### src/rtl/logic_op_arbiter.sv
// ---------------------------------------------------------------------------
// logic_op_arbiter
//
// Purpose:
//   Shares one registered bitwise logic unit (NOT/AND/OR/XOR) between
//   NUM_REQ requesters. A round-robin pointer picks one valid requester while
//   the unit is idle. The winner's operands are latched, evaluated one cycle
//   later and then presented, tagged with the winner's index, on a
//   valid/ready response port until the consumer takes them.
//
// Ports:
//   clk         in   1              rising-edge clock
//   rst         in   1              asynchronous, active-high reset
//   req_valid   in   NUM_REQ        per-requester request valid
//   req_ready   out  NUM_REQ        one-hot grant (combinational, IDLE only)
//   req_op      in   2*NUM_REQ      opcode, requester i at [2i+1:2i]
//   req_a       in   WIDTH*NUM_REQ  operand A, requester i at [WIDTH*i +: WIDTH]
//   req_b       in   WIDTH*NUM_REQ  operand B, packed like req_a
//   resp_valid  out  1              result available
//   resp_ready  in   1              consumer takes the result
//   resp_data   out  WIDTH          result
//   resp_id     out  ID_W           index of the requester owning resp_data
//   busy        out  1              high whenever the unit is not idle
//
// Opcodes: 00 = ~a, 01 = a & b, 10 = a | b, 11 = a ^ b.
// ---------------------------------------------------------------------------
module logic_op_arbiter #(
  parameter int WIDTH   = 8,
  parameter int NUM_REQ = 4,
  parameter int ID_W    = 2
) (
  input  logic                     clk,
  input  logic                     rst,
  input  logic [NUM_REQ-1:0]       req_valid,
  output logic [NUM_REQ-1:0]       req_ready,
  input  logic [2*NUM_REQ-1:0]     req_op,
  input  logic [WIDTH*NUM_REQ-1:0] req_a,
  input  logic [WIDTH*NUM_REQ-1:0] req_b,
  output logic                     resp_valid,
  input  logic                     resp_ready,
  output logic [WIDTH-1:0]         resp_data,
  output logic [ID_W-1:0]          resp_id,
  output logic                     busy
);

  typedef enum logic [1:0] {
    IDLE = 2'd0,
    EXEC = 2'd1,
    RESP = 2'd2
  } state_t;

  state_t            r_state;
  state_t            w_state_nxt;
  logic [ID_W-1:0]   r_rr_ptr;

  logic [1:0]        r_op_p0;
  logic [WIDTH-1:0]  r_a_p0;
  logic [WIDTH-1:0]  r_b_p0;
  logic [ID_W-1:0]   r_win_p0;

  logic [WIDTH-1:0]  r_data_p1;
  logic [ID_W-1:0]   r_id_p1;

  logic [ID_W-1:0]   w_scan;
  logic [ID_W-1:0]   w_grant_idx;
  logic              w_any;
  logic [NUM_REQ-1:0] w_grant;
  logic              w_accept;
  logic              w_consume;

  function automatic logic [WIDTH-1:0] logic_op(input logic [1:0]       op,
                                                input logic [WIDTH-1:0] a,
                                                input logic [WIDTH-1:0] b);
    logic [WIDTH-1:0] res;
    case (op)
      2'b00:   res = ~a;
      2'b01:   res = a & b;
      2'b10:   res = a | b;
      default: res = a ^ b;
    endcase
    return res;
  endfunction

  // Modulo-NUM_REQ increment; also correct when NUM_REQ is not a power of two.
  function automatic logic [ID_W-1:0] next_idx(input logic [ID_W-1:0] idx);
    logic [ID_W-1:0] res;
    if (int'(idx) == NUM_REQ - 1) res = '0;
    else                          res = idx + ID_W'(1);
    return res;
  endfunction

  // Round-robin search: walk rr_ptr, rr_ptr+1, ... and keep the first valid.
  always_comb begin
    w_scan      = r_rr_ptr;
    w_grant_idx = '0;
    w_any       = 1'b0;
    for (int k = 0; k < NUM_REQ; k++) begin
      if (!w_any && req_valid[w_scan]) begin
        w_any       = 1'b1;
        w_grant_idx = w_scan;
      end
      w_scan = next_idx(w_scan);
    end
  end

  // Grant is only offered while idle; rst masks it so it drops immediately.
  always_comb begin
    w_grant = '0;
    if (w_any && (r_state == IDLE) && !rst) begin
      w_grant[w_grant_idx] = 1'b1;
    end
  end

  assign w_accept  = (r_state == IDLE) && w_any;
  assign w_consume = (r_state == RESP) && resp_ready;

  always_comb begin
    w_state_nxt = r_state;
    case (r_state)
      IDLE:    if (w_accept)  w_state_nxt = EXEC;
      EXEC:                   w_state_nxt = RESP;
      RESP:    if (w_consume) w_state_nxt = IDLE;
      default:                w_state_nxt = IDLE;
    endcase
  end

  always_ff @(posedge clk or posedge rst) begin
    if (rst) begin
      r_state  <= IDLE;
      r_rr_ptr <= '0;
    end else begin
      r_state <= w_state_nxt;
      if (w_consume) r_rr_ptr <= next_idx(r_win_p0);
    end
  end

  // Stage p0: capture the winner's request; requesters may change afterwards.
  always_ff @(posedge clk) begin
    if (w_accept) begin
      r_op_p0  <= req_op[2*int'(w_grant_idx) +: 2];
      r_a_p0   <= req_a[WIDTH*int'(w_grant_idx) +: WIDTH];
      r_b_p0   <= req_b[WIDTH*int'(w_grant_idx) +: WIDTH];
      r_win_p0 <= w_grant_idx;
    end
  end

  // Stage p1: evaluate once in EXEC; result holds through RESP and IDLE.
  always_ff @(posedge clk or posedge rst) begin
    if (rst) begin
      r_data_p1 <= '0;
      r_id_p1   <= '0;
    end else if (r_state == EXEC) begin
      r_data_p1 <= logic_op(r_op_p0, r_a_p0, r_b_p0);
      r_id_p1   <= r_win_p0;
    end
  end

  assign req_ready  = w_grant;
  assign resp_valid = (r_state == RESP);
  assign resp_data  = r_data_p1;
  assign resp_id    = r_id_p1;
  assign busy       = (r_state != IDLE);

endmodule
### config.mk
export PLATFORM = sky130hd
export DESIGN_NAME = logic_op_arbiter
export DESIGN_NICKNAME = d
export VERILOG_FILES = /design/src/rtl/logic_op_arbiter.sv
export SDC_FILE = /design/constraint.sdc
export NUM_CORES = 1
export LEC_CHECK = 0
export CAP_MARGIN = 20
export CORE_AREA = 2 2 84 86
export DETAILED_ROUTE_END_ITERATION = 7
export DIE_AREA = 0 0 86 88
export GPL_TIMING_DRIVEN = 0
export PLACE_DENSITY = 0.71
export SYNTH_ARGS = -nofsm -noshare
export SYNTH_HDL_FRONTEND = slang
export SYNTH_SLANG_ARGS = --single-unit
### constraint.sdc
create_clock -name clk -period 4.9 [get_ports clk]
set_clock_uncertainty 0.15 [all_clocks]
set_input_delay 0.735 -clock clk [delete_from_list [all_inputs] [get_ports clk]]
set_output_delay 0.735 -clock clk [all_outputs]
set_load 0.01 [all_outputs]
Yosys cells after proc, flatten, opt, wreduce, memory -nomap -nowiden
Index checks and enable logic that the tools add are counted.
{"block": "totals", "in_bits": 79, "register_bits": 34}
{"block": "classes", "addsub": 4, "reduce_logical": 15, "shift": 3, "bitwise": 4, "order_cmp": 6, "n_mux": 27, "eq_ne": 10}
{"cell": "32-bit by 6-bit variable part select with 8-bit output", "count": 2}
{"cell": "8-bit one-hot mux with 3 select lines", "count": 1}
{"cell": "2-bit two-way mux", "count": 10}
{"cell": "2-bit by 3-bit < comparator with 1-bit output (second input constant)", "count": 5}
{"cell": "2-bit by 1-bit equality test with 1-bit output (second input constant)", "count": 6}
{"cell": "1-bit two-way mux", "count": 9}
{"cell": "2-bit by 1-bit adder with 2-bit output (second input constant)", "count": 4}
{"cell": "8-bit bitwise AND", "count": 1}
{"cell": "1-bit binary-select mux with 2-bit select", "count": 4}
{"cell": "8-bit NOT", "count": 1}
{"cell": "8-bit bitwise OR", "count": 1}
{"cell": "8-bit by 4-bit variable part select with 2-bit output", "count": 1}
{"cell": "8-bit XOR", "count": 1}
{"cell": "1-bit logical AND", "count": 7}
{"cell": "2-bit one-hot mux with 3 select lines", "count": 1}
{"cell": "2-bit equality test (second input constant)", "count": 2}
{"cell": "1-bit logical NOT", "count": 4}
{"cell": "2-bit logical NOT", "count": 2}
{"cell": "4-bit two-way mux", "count": 1}
{"cell": "1-bit demux with 2-bit select", "count": 1}
{"cell": "2-bit by 1-bit greater-or-equal comparator with 1-bit output (second input constant)", "count": 1}
{"cell": "2-bit by 1-bit != test with 1-bit output (second input constant)", "count": 1}
{"cell": "2-bit != test (second input constant)", "count": 1}
{"cell": "2-bit AND reduction", "count": 1}
{"cell": "2-bit nonzero test", "count": 1}

Logic depth before layout (Yosys ltp)
Gate-level depths: netlist of run 1.
{"block": "logic_depth", "ltp_word": 17, "mapped_depth": 10}

Least setup slack after synthesis of run 1
Ideal clock, no wire load.
{"block": "synth_path", "path_kind": "register to output", "from": "register r_rr_ptr[1]", "to": "output port req_ready[2]", "slack_ns": 1.326, "path_stages_with_launch": 8, "t_arrival_ns": 2.689, "path_cell_list": "dfrtp_1 > ha_1 > nor2_2 > mux4_2 > or4_4 > a32oi_4 > buf_6 > and3_1"}
{"block": "synth_between", "elab_chain_cells": 17}
{"element": "start, declared", "line_no": "54", "text": "logic [ID_W-1:0] r_rr_ptr;"}
{"element": "start signal, assigned", "line_no": "133", "text": "if (w_consume) r_rr_ptr <= next_idx(r_win_p0);"}
{"element": "branches (longest 11 deep; another with 2-bit by 1-bit adder with 2-bit output)"}
{"element": "2-bit two-way mux (*)", "line_no": "98", "text": "if (!w_any && req_valid[w_scan]) begin"}
{"element": "net w_grant_idx[1]", "line_no": "65", "text": "logic [ID_W-1:0] w_grant_idx;"}
{"element": "2-bit by 3-bit < comparator with 1-bit output (implied by the code) / 2-bit by 1-bit greater-or-equal comparator with 1-bit output (equally long branches)", "line_no": "110", "text": "w_grant[w_grant_idx] = 1'b1;"}
{"element": "1-bit logical AND (implied by the code)", "line_no": "110"}
{"element": "1-bit two-way mux (implied by the code)", "line_no": "110"}
{"element": "1-bit demux with 2-bit select (*)", "line_no": "110"}
{"element": "4-bit two-way mux (*)", "line_no": "109", "text": "if (w_any && (r_state == IDLE) && !rst) begin"}
{"element": "end, declared", "line_no": "35", "text": "output logic [NUM_REQ-1:0] req_ready,"}
Mark *: on every way through the listed nets, which the timed path passes. The select of a mux whose other input is x is not followed.

Worst setup path after layout of run 1
{"block": "layout_path", "from": "register r_rr_ptr[1]", "to": "output port req_ready[3]"}
The elaborated chain is that of the path after synthesis.

==> impl_summary.txt, run 1 <==
----------------------------------------------------
[STA]
  Final setup vio count ... 0
  Min Tclk post-route ... 4.62 ns
  Unrepaired setup endpoints after global routing ... false
  Period utilization ... 0.943
  Sum Neg Setup Slack ... 0 ns
  Worst slew margin ... 0.555
  Timing-limited maximum frequency ... 216 MHz
  Count of final max-slew check failures ... 0
  Min setup slack post-route ... 0.278 ns
  Tightest Pin Transition ... around 0.67 ns
  Final Hold Viols ... 0

[Power and ir drop]
  IR drop worst, VDD ... between 300 and 400 uV
  Cell area power density ... 670 nW/um^2
  Post-layout power ... 2.50 mW
  Leakage power ... between 1.5 and 2 nW

[Worst setup path]
  Ordered cell list for the critical path ... ha_1, nor2_2, mux4_2, or4_4, a32oi_4, buf_6, and3_1, clkdlybuf4s50_1
  Critical Path End Type ... output port
  Biggest fanout along the worst timing path ... 10
  Crit Path Category ... register to output port
  Slowest cell on the critical path ... mux4_2
  Arrival time worst endpoint ... around 3.7 ns
  Data required time at the worst endpoint ... 4.01 ns
  Family with the most delay on the worst path ... simple AND/OR/NAND/NOR gates
  Kind of start point of the critical path ... register
  Worst path bufs/invs ... 2
  Delay contributed by the slowest stage of the critical path ... around 0.57 ns

[Clocking]
  Clock tree from TritonCTS ... built
  Clock-pin slew of the registers on the worst-case setup and hold paths ... 0.07 ns
  TritonCTS buffer count ... 5
  Maximum number of buffers from clock root to sink ... 2
  Post-cts resize count ... 0
  Cell chosen for the clock root ... clkbuf_8
  H-Tree Depth ... 2
  Setup repair bufs after CTS ... 0
  Clock tree sinks ... 34
  # hold bufs at CTS ... 0
  Insertion delay to the later sink of the worst-skew pair ... between 0.2 and 0.3 ns

[Run]
  Maxcap violations ... 0

[Die]
  Top-level I/O count ... 95
  Die Area ... 7570 um^2
  Die width ... 86 um
  Std cell rows ... 30
  Die span in y ... between 80 and 90 um
  Starting density of the core ... 0.390
  Core outline area ... approximately 6600 um^2

[Yosys]
  Post-Syn Instances ... 227
  FF+latch count, synth ... 34
  Synth top cells by count ... mux2i_1 (58), inv_1 (27), edfxtp_1 (20)
  Cell with the most instances after synthesis ... mux2i_1
  Share of the synthesized area in the top cell type ... 0.232
  Number of enable-type register cells in the synthesized netlist ... 20
  Unique masters post-synth ... 37
  Synthesized cell area ... between 2000 and 3000 um^2
  Synth top area cells ... edfxtp_1 (23%), mux2i_1 (22%), dfrtp_1 (14%)
  Top cell type by total area after synthesis ... edfxtp_1
  Part of the Yosys area used for sequential elements ... 0.367
  Share of flip-flops with an asynchronous set or reset ... 0.412
  Synthesis Warnings ... 0
  Mean Syn Cell Area ... around 11 um^2
  Mapped Nets ... between 300 and 400
  Ys flop type ... edfxtp_1

[Global route]
  Overflow after GRT ... 0
  Overall fraction of global-route tracks in use ... 0.163
  Antenna violations before repair ... 0
  Maximum number of pins on one net before global-route repair ... 15
  First-pass GRT wire length ... 9550 um
  Vias in the first global route ... a little over 2,000

[Placed design]
  Port Buf Inserts ... 94
  Half-perimeter wire length after placement ... 4860 um
  RePlAce Congestion ... roughly 0.82
  Cell total after placement ... roughly 400
  Setup Slack @ Placement ... around 0.36 ns

[Routing]
  Antenna violation net count after detailed routing ... 0
  Total number of vias ... 2,065
  Detailed-route wire length per cell ... approximately 14 um
  Number of remaining DRC errors ... 0
  Per-cell via count in the routed design ... 5.04
  Aggregate routed wire length ... roughly 5900 um
  First-pass detailed-route iteration total ... 6
  DR iter-0 viols ... approximately 130

[Finish]
  Diodes inserted ... 0
  Layout Nets ... 426
  Area Growth Syn to Fin ... 44.3%
  Number of non-filler instances in the completed layout ... 410
  Filler instances ... just over 600
  Fraction of layout instances using a drive strength above 1 ... 0.112

[Worst hold path]
  HP Class ... register to register

[Run status]
  Result of the run ... completed

----------------------------------------------------
[power by group]
part           switching (mW)  internal, mW  leakage, nW
logic                   0.805         0.857         1.18
registers              0.0922         0.537        0.361
clock network           0.101         0.113       0.0482
[worst reg2reg max path: cells and delay by family, from the launching register on]
family                     cells  cell delay (ns)
AOI/OAI and AO/OA              1             0.35
adders and majority gates      1             0.29
muxes                          3             0.91
buffers and inverters          1             0.23
DFF                            1             0.45
and+or+nand+nor                2             0.88
[final cells by class]
type,instances,area (um^2),area share
Clock buffer,7,86.3,0.0231
Tap cell,80,100,0.0268
Sequential cell,34,951,0.254
Timing Repair Buffer,95,952,0.255
Clock inverter,1,5.00,0.00134
Inverter,27,101,0.0271
Buffer,12,77.6,0.0207
Multi-Input combinational cell,154,1470,0.392
[layer usage]
layer | vias up | wire, um | global-route usage
met4 | 0 | 68 | 0.0476
li1 | 1030 | - | -
met3 | 6 | 324 | 0.0358
met1 | 962 | 2360 | 0.192
met2 | 67 | 3180 | 0.297
met5 | - | 0 | 0
[state kept, by name, summed over array words and instances, names as in the netlist]
signal	cells
resp_id	2
r_rr_ptr	2
r_state	2
r_b_p0	8
r_win_p0	2
r_op_p0	2
resp_data	8
r_a_p0	8
[path summary, 6_finish.rpt]
kind                                          start                       end  slack, ns  cells past startpoint
setup / recovery            r_rr_ptr[1]$_DFFE_PP0P_              req_ready[3]       0.28                      8
min in group asynchronous                       rst    resp_id[1]$_DFFE_PP0N_       0.69                      2
max in group asynchronous                       rst   r_rr_ptr[1]$_DFFE_PP0P_       3.53                      2
hold / removal             resp_data[7]$_DFFE_PP0N_  resp_data[7]$_DFFE_PP0N_       0.34                      2
hold reg to reg            resp_data[7]$_DFFE_PP0N_  resp_data[7]$_DFFE_PP0N_       0.34                      2
setup reg to reg            r_rr_ptr[1]$_DFFE_PP0P_       r_a_p0[4]$_DFFE_PP_       1.37                      8
[per-stage QoR]
stage / instance area, um^2 / hold WS (ns) / utilization
2_1_floorplan: 2590 / 0.310 / -
3_3_place_gp: 3630 / 0.321 / 0.547
3_5_place_dp: 3650 / 0.323 / 0.549
4_1_cts: 3740 / 0.343 / 0.563
5_1_grt: 3740 / 0.374 / 0.563
6_report: 3740 / 0.339 / 0.563
[logic make-up (layout without fill, tap and decap cells)]
family | Yosys count | in the layout | share of synthesized area
muxes | 75 | 75 | 0.328
buffers and inverters | 39 | 142 | 0.0690
DFF | 34 | 34 | 0.367
and+or+nand+nor | 31 | 31 | 0.0628
AOI/OAI and AO/OA | 30 | 30 | 0.0860
adders and majority gates | 18 | 18 | 0.0869
[cell usage in the layout, fill, tap and decap left out, drive strengths merged, types with 4 or more instances in the layout]
master          n
clkbuf         13
nand2          10
mux2           10
edfxtp         20
nor2            6
o21ai           9
mux4            7
mux2i          58
clkdlybuf4s50  94
dfrtp          14
inv            27
nand2b          4
ha             18
buf             7
Note: power is estimated with default switching activity, not from simulation.
==> inputs of run 2 (changes only) <==
--- a/config.mk
+++ b/config.mk
@@ -10,6 +10,7 @@
 export DETAILED_ROUTE_END_ITERATION = 7
 export DIE_AREA = 0 0 86 88
 export GPL_TIMING_DRIVEN = 0
+export HOLD_SLACK_MARGIN = 0.06
 export PLACE_DENSITY = 0.71
 export SYNTH_ARGS = -nofsm -noshare
 export SYNTH_HDL_FRONTEND = slang
==> results of run 2 <==
No change in the layout: final DEF, timing and power equal those of run 1.
